## config.mk

```make
export PLATFORM = sky130hd
export DESIGN_NAME = memory_port_arbiter
export DESIGN_NICKNAME = d
export VERILOG_FILES = /design/src/rtl/memory_port_arbiter.sv
export SDC_FILE = /design/constraint.sdc
export NUM_CORES = 1
export LEC_CHECK = 0
export ABC_CLOCK_PERIOD_IN_PS = 3700
export CORE_MARGIN = 3
export CORE_UTILIZATION = 24
export DETAILED_ROUTE_END_ITERATION = 10
export GPL_TIMING_DRIVEN = 0
export PLACE_DENSITY = 0.63
export SYNTH_ARGS = -nofsm -noshare
export SYNTH_HDL_FRONTEND = slang
export SYNTH_SLANG_ARGS = --single-unit
```

## constraint.sdc

```tcl
create_clock -name clk -period 3.7 [get_ports clk]
set_input_delay 0.555 -clock clk [delete_from_list [all_inputs] [get_ports clk]]
set_output_delay 0.555 -clock clk [all_outputs]
set_load 0.05 [all_outputs]
```

## src/rtl/memory_port_arbiter.sv

```systemverilog
// Round-robin arbiter sharing one synchronous-read memory between requesters A and B,
// with optional locked bursts and an optional zero-fill pass after reset.
module memory_port_arbiter #(
    parameter int DATAWIDTH      = 8,
    parameter int DATADEPTH      = 1024,
    parameter int ADDRESSWIDTH   = $clog2(DATADEPTH),
    parameter int MAX_BURST      = 4,
    parameter int CLEAR_ON_RESET = 1
) (
    input  logic                    clk,
    input  logic                    reset_n,

    input  logic                    a_valid,
    output logic                    a_ready,
    input  logic                    a_write,
    input  logic                    a_lock,
    input  logic [ADDRESSWIDTH-1:0] a_address,
    input  logic [DATAWIDTH-1:0]    a_data,
    output logic                    a_rsp_valid,
    output logic [DATAWIDTH-1:0]    a_rsp_data,

    input  logic                    b_valid,
    output logic                    b_ready,
    input  logic                    b_write,
    input  logic                    b_lock,
    input  logic [ADDRESSWIDTH-1:0] b_address,
    input  logic [DATAWIDTH-1:0]    b_data,
    output logic                    b_rsp_valid,
    output logic [DATAWIDTH-1:0]    b_rsp_data,

    output logic                    mem_write_en,
    output logic [ADDRESSWIDTH-1:0] mem_address,
    output logic [DATAWIDTH-1:0]    mem_data_in,
    input  logic [DATAWIDTH-1:0]    mem_data_out,

    output logic                    init_done
);

    // state     | meaning
    // ST_CLEAR  | zero-filling memory, clients stalled
    // ST_ARB    | round-robin between A and B
    // ST_LOCKED | burst owner holds the memory for up to MAX_BURST cycles

    localparam int CW = (MAX_BURST > 1) ? $clog2(MAX_BURST) : 1;
    localparam logic [CW-1:0]           BURST_LAST = CW'(MAX_BURST - 1);
    localparam logic [ADDRESSWIDTH-1:0] CLEAR_LAST = ADDRESSWIDTH'(DATADEPTH - 1);

    typedef enum logic [1:0] {ST_CLEAR, ST_ARB, ST_LOCKED} state_t;

    state_t                  state_q, state_d;
    logic [ADDRESSWIDTH-1:0] clear_addr_q, clear_addr_d;
    logic [CW-1:0]           burst_cnt_q, burst_cnt_d;
    logic                    last_grant_q, last_grant_d;   // 0 = A, 1 = B
    logic                    owner_q, owner_d;             // 0 = A, 1 = B
    logic                    init_done_q, init_done_d;
    logic                    a_rsp_valid_q, b_rsp_valid_q;
    logic                    grant_a, grant_b;
    logic                    owner_lock;

    always_comb begin
        state_d      = state_q;
        clear_addr_d = clear_addr_q;
        burst_cnt_d  = burst_cnt_q;
        last_grant_d = last_grant_q;
        owner_d      = owner_q;
        init_done_d  = init_done_q;
        grant_a      = 1'b0;
        grant_b      = 1'b0;
        mem_write_en = 1'b0;
        mem_address  = '0;
        mem_data_in  = '0;
        owner_lock   = owner_q ? b_lock : a_lock;

        case (state_q)
            ST_CLEAR: begin
                mem_write_en = 1'b1;
                mem_address  = clear_addr_q;
                clear_addr_d = clear_addr_q + ADDRESSWIDTH'(1);
                if (clear_addr_q == CLEAR_LAST) begin
                    state_d      = ST_ARB;
                    init_done_d  = 1'b1;
                    clear_addr_d = '0;
                end
            end
            ST_ARB: begin
                // on a tie the port that did not win last time is served
                grant_a = a_valid && (!b_valid || last_grant_q);
                grant_b = b_valid && (!a_valid || !last_grant_q);
                if (grant_a || grant_b) begin
                    last_grant_d = grant_b;
                    if ((grant_b ? b_lock : a_lock) && (MAX_BURST > 1)) begin
                        state_d     = ST_LOCKED;
                        owner_d     = grant_b;
                        burst_cnt_d = CW'(1);
                    end
                end
            end
            ST_LOCKED: begin
                grant_a = !owner_q && a_valid;
                grant_b = owner_q && b_valid;
                // idle owner cycles still count toward the burst limit
                if (!owner_lock || (burst_cnt_q == BURST_LAST)) begin
                    state_d     = ST_ARB;
                    burst_cnt_d = '0;
                end else begin
                    burst_cnt_d = burst_cnt_q + CW'(1);
                end
            end
            default: state_d = ST_ARB;
        endcase

        if (grant_a) begin
            mem_write_en = a_write;
            mem_address  = a_address;
            mem_data_in  = a_data;
        end else if (grant_b) begin
            mem_write_en = b_write;
            mem_address  = b_address;
            mem_data_in  = b_data;
        end
    end

    always_ff @(posedge clk) begin
        if (!reset_n) begin
            state_q       <= (CLEAR_ON_RESET != 0) ? ST_CLEAR : ST_ARB;
            clear_addr_q  <= '0;
            burst_cnt_q   <= '0;
            last_grant_q  <= 1'b1;
            owner_q       <= 1'b0;
            init_done_q   <= (CLEAR_ON_RESET == 0);
            a_rsp_valid_q <= 1'b0;
            b_rsp_valid_q <= 1'b0;
        end else begin
            state_q       <= state_d;
            clear_addr_q  <= clear_addr_d;
            burst_cnt_q   <= burst_cnt_d;
            last_grant_q  <= last_grant_d;
            owner_q       <= owner_d;
            init_done_q   <= init_done_d;
            a_rsp_valid_q <= grant_a && !a_write;
            b_rsp_valid_q <= grant_b && !b_write;
        end
    end

    assign a_ready     = grant_a;
    assign b_ready     = grant_b;
    assign a_rsp_valid = a_rsp_valid_q;
    assign b_rsp_valid = b_rsp_valid_q;
    assign a_rsp_data  = a_rsp_valid_q ? mem_data_out : '0;
    assign b_rsp_data  = b_rsp_valid_q ? mem_data_out : '0;
    assign init_done   = init_done_q;

endmodule

```

# Yosys cells after proc, flatten, opt, wreduce, memory -nomap -nowiden
# Cells that the tools add are included.
[op_classes] n_addsub=2 eq_ne=8 n_mux=24 reduce_logical=24
[ops] op="2-to-1 mux 10 bit" count=4
[ops] op="2-to-1 mux 8 bit" count=4
[ops] op="2-to-1 mux 2 bit" count=7
[ops] op="adder 10 x 1 -> 10 bit, second input constant" count=1
[ops] op="== test 10 bit, second input constant" count=1
[ops] op="inequality test 2 bit, second input constant" count=4
[ops] op="logical NOT 1 bit" count=7
[ops] op="logical AND 1 bit" count=6
[ops] op="one-hot mux 2 bit (3 select lines)" count=1
[ops] op="AND reduction 3 bit" count=2
[ops] op="2-to-1 mux 1 bit" count=5
[ops] op="== test 2 bit, second input constant" count=2
[ops] op="logical OR 1 bit" count=4
[ops] op="one-hot mux 1 bit (2 select lines)" count=2
[ops] op="one-hot mux 2 bit (2 select lines)" count=1
[ops] op="AND reduction 2 bit" count=2
[ops] op="AND reduction 4 bit" count=1
[ops] op="adder 2 x 1 -> 2 bit, second input constant" count=1
[ops] op="== test 2 x 1 -> 1 bit, second input constant" count=1
[ops] op="logical NOT 2 bit" count=1
[ops] op="nonzero test 2 bit" count=1
[word_totals] ff_bits=19 inputBits=52 output_inout_bits=40 wordCells=66

# Depth between registers and ports, before layout
[depth] ltp_word=7 depth_mapped=7 ltp_nobuf=6

# Worst setup path before layout
# Ideal clock, no wire load.
[synth_timing] path_kind="reg2out" start="reg state_q[1]" end="out mem_address[1]" arrival_time_ns=2.460 t_required_ns=3.145 setup_slack_ns=0.685 path_stages_with_launch=8 n_path_buf=1 cell_sequence="dfxtp_1 inv_1 ha_1 a21boi_1 o211ai_2 buf_4 mux2i_1 o21ai_0"
[synth_via] elab_chain_cells=4 elab_cells_between_ends=8 cone_classes="eq/ne: 2; mux: 5; reduce/logical: 1"
[synth_lines] element="from (decl)" line_no="50" rtl="state_t state_q, state_d;"
[synth_lines] element="from (signal assigned)" line_no="125" rtl="state_q <= (CLEAR_ON_RESET != 0) ? ST_CLEAR : ST_ARB;"
[synth_lines] element="from (signal assigned)" line_no="134" rtl="state_q <= state_d;"
[synth_lines] element="== test 2 bit, or another cell as far along" line_no="74" rtl="case (state_q)"
[synth_lines] element="one-hot mux 1 bit (2 select lines) / 2-to-1 mux 10 bit (equally long branches)" line_no="74"
[synth_lines] element="2-to-1 mux 10 bit" line_no="116" rtl="end else if (grant_b) begin"
[synth_lines] element="2-to-1 mux 10 bit *" line_no="112" rtl="if (grant_a) begin"
[synth_lines] element="to (decl)" line_no="32" rtl="output logic [ADDRESSWIDTH-1:0] mem_address,"
# Mark *: on every way between the ends. The rest lies on a longest branch, timed or not.

# Worst setup path after layout
[layout_timing] start="in b_valid" end="out mem_address[1]"
[layout_via] elab_chain_cells=5 elab_cells_between_ends=9 cone_classes="mux: 4; reduce/logical: 5"
[layout_lines] element="from (decl)" line_no="22" rtl="input logic b_valid,"
[layout_lines] element="logical NOT 1 bit" line_no="87" rtl="grant_a = a_valid && (!b_valid || last_grant_q);"
[layout_lines] element="logical OR 1 bit" line_no="87"
[layout_lines] element="logical AND 1 bit" line_no="87"
[layout_lines] element="one-hot mux 1 bit (2 select lines)" line_no="74"
[layout_lines] element="2-to-1 mux 10 bit *" line_no="112"
# Marks and branches as above.

==> results.md <==
* Maximum ir drop on the vdd rail at 0.240 mV
* Drc violations at 0
* Gate count after technology mapping at 184
* Most frequent cell after synthesis: and2_1
* P_int at 0.494 mW
* Number of buffers created by CTS at 3
* Area of the mapped netlist at 1460 sq um
* Cts repair resizes at 0
* Antenna violations before repair at 0
* Synth Area in XOR/XNOR at 0.0420
* Clk slew on worst S/H paths at 80 ps
* Yosys warnings at 0
* Least-Margin Pin Slew at 526 ps
* Adder-cell share of the synthesized area at 0.0428
* Share of synthesized area occupied by flip-flops and latches at 0.260
* Power consumption at 0.855 mW
* PD cells at 341 nW/um^2
* Die outline height at 84.0 microns
* Average via count per standard cell at 4.76
* Synthesized area per cell at 7.94 sq um
* Number of global-route vias before repair at 1533
* Final setup violating endpoints at 0
* Routed wirelength normalized by instance count at 13.7 microns
* TritonRoute pass-1 iters at 4
* Total grt overflow at 0
* Kind of start point of the critical path: input port
* Mux cell area share after synthesis at 0.0976
* Reg-to-reg setup timing slack at 2010 ps
* Share of the synthesized area in compound gates (AO/OA/AOI/OAI) at 0.191
* Path type of the worst min-delay path: flip-flop to flip-flop
* Arrival time of data at the critical path endpoint at 2990 ps
* Count of max-cap constraint violations at 0
* Area Growth Syn to Fin at 71.7%
* Setup Total Neg Slack at 0 ps
* Normalized max-slew margin at 0.648
* Largest cells by area after synthesis: dfxtp_1 26%, and2_1 12%, mux2i_1 8.2%
* Number of nets in the synthesized netlist at 241
* Final hold violations at 0
* Die width at 84.0 microns
* FF+latch count, synth at 19
* Reg-to-Reg Start: state_q[0]
* Hold buffer count at CTS at 0
* Prevailing post-synth register cell: dfxtp_1
* Placed Instance Area at 2460 sq um
* Hold path start: state_q[0]
* Largest net degree at the start of global routing at 12
* NetSw at 0.361 mW
* Clock Skews at 2.27 ps
* IO buf count at 91
* Post-route clock period utilization at 0.958
* Root Buffer Master: clkbuf_8
* Total of fill cells in the finished design at 579
* End point of the worst hold path: state_q[0]
* Ys async rst share at 0
* Area share of and/or/nand/nor cells after synthesis at 0.317
* GRT Overall Usage at 0.134
* Post-layout worst setup margin at 157 ps
* Element type at the critical path end: primary output
* Worst-case setup slack after placement at 157 ps
* Number of buffers on the longest clock path at 2
* Post-synth EDFFs at 0
* Proportion of total power due to net switching at 0.422
* Vias post-DR at 1670
* Logic depth of the worst register-to-register path at 6
* Row cnt at 27
* Fin area at 2510 sq um
* Part of the power in combinational logic at 0.530
* Initial Utilization at 0.256
* Fin util at 0.439
* Main combinational cell family by area after synthesis: simple AND/OR/NAND/NOR gates
* First-pass GRT wire length at 7740 microns
* First DRT Iteration DRCs at 78
* Unrepaired setup endpoints after global routing: no
* Unique cell type count in the Yosys netlist at 47
* Layout Nets at 337
* Placeable Area at 5710 sq um
* Antenna Cells at 0
* Static power due to leakage at 1.02 nW
* Source-to-sink clock delay at the later pin of the worst-skew pair at 260 ps
* Ranking of synthesized cells by instance count: 28 x and2_1, 19 x dfxtp_1, 13 x nor2_1
* DRT antenna net count at 0
* Total clock sinks at 19
* Total number of H-tree levels at 1
* Final estimated routing congestion in global placement at 0.814
* Post-CTS repair timing setup buffer count at 0
* Fraction of power consumed by sequential logic at 0.295
* Clock tree from TritonCTS: built
* Die area at 7060 sq um
* Wirelength, routed at 4800 microns
* Achievable clock frequency at 0.282 GHz
* Clock share of power at 0.175
* Type of the worst setup path: input port to primary output
* Post-detailed-placement half-perimeter wirelength at 3840 microns
* Required time at the endpoint of the critical path at 3140 ps
* Status: finished, final reports clean
* Number of max-slew violations in the final report at 0
* Final critical-path required period at 3540 ps
* Number of top-level pins at 92
* Fraction of layout instances using a drive strength above 1 at 0.0681
* Maximum fanout encountered on the critical timing path at 10
* Fraction of synthesized cell area taken by the top area cell type at 0.260
* Hold Path Cell Cnt at 2
* Critical R2R Capture: clear_addr_q[6]
* Cell type with the largest total area after synthesis: dfxtp_1
[worst max-delay path, stage by stage]
cell	delay, ps
clkdlybuf4s50_1	470
and2b_1	240
o22ai_2	180
clkbuf_1	440
nand3_1	170
o21ai_0	110
clkdlybuf4s50_1	830
[per-stage QoR]
stage,hold slack (ps),std cells
6_report,483,351
5_1_grt,522,351
4_1_cts,482,351
3_5_place_dp,467,347
3_3_place_gp,459,347
2_1_floorplan,453,184
[cell type report]
| cell class | instances | area (sq um) | area share |
|---|---|---|---|
| clock inverters | 1 | 5.00 | 0.00200 |
| flip-flops and latches | 19 | 380 | 0.152 |
| repair buffers | 91 | 911 | 0.363 |
| plain buffers | 8 | 38.8 | 0.0155 |
| clock buffers | 3 | 41.3 | 0.0165 |
| well taps | 72 | 90.1 | 0.0359 |
| inverters | 9 | 33.8 | 0.0135 |
| multi-input cells | 148 | 1010 | 0.402 |
[flip-flops by register name, indices dropped and copies added (netlist names)]
signal	cells
state_q	2
init_done	1
owner_q	1
clear_addr_q	10
a_rsp_valid	1
burst_cnt_q	2
last_grant_q	1
b_rsp_valid	1
[worst max-delay path by stage]
stage | from | to | slack [ps]
global route | b_valid | mem_address[1] | 5
finish | b_valid | mem_address[1] | 160
detailed placement | b_valid | mem_address[1] | 160
global placement | b_valid | mem_address[1] | 170
CTS | b_valid | mem_address[1] | 160
floorplan | state_q[1] | mem_address[1] | 680
[cell families (layout without fill, tap and decap cells)]
family | after synthesis | after routing
flip-flops | 19 | 19
AO/OA/AOI/OAI | 38 | 38
multiplexers | 14 | 14
AND/OR/NAND/NOR | 84 | 84
adder cells (fa/ha/maj) | 5 | 5
buffers and inverters | 17 | 112
XOR/XNOR | 7 | 7
[routing by layer]
layer / track usage / vias to the layer above / share of wire
met1: 0.174 / 749 / 0.49
met3: 0.0286 / 7 / 0.055
met2: 0.223 / 68 / 0.44
li1: - / 846 / -
met5: 0 / - / 0
met4: 0.0365 / 0 / 0.015
[power groups by stage]
stage | sequential [mW] | clock (mW) | combinational [mW]
after floorplan | 0.253 | 0 | 0.292
final | 0.252 | 0.150 | 0.453
after CTS | 0.252 | 0.156 | 0.456
after global placement | 0.256 | 0 | 0.451
after global routing | 0.258 | 0.163 | 0.492
after detailed placement | 0.257 | 0 | 0.454
[cells in the final DEF (no fill, tap or decap), types with 2 or more instances in the layout]
cell,count
mux2_2,2
nand4_1,3
clkdlybuf4s50_1,91
o221ai_1,2
nor3_1,6
and2_1,28
nand3_1,12
xor2_1,5
a22o_1,8
nand2_1,10
a21oi_1,2
nor2_1,13
mux2i_1,12
o21ai_0,12
ha_1,5
and3_1,2
clkbuf_8,3
buf_2,3
xnor2_1,2
inv_1,8
dfxtp_1,19
clkbuf_1,3
(Power assumes the default switching activity.)
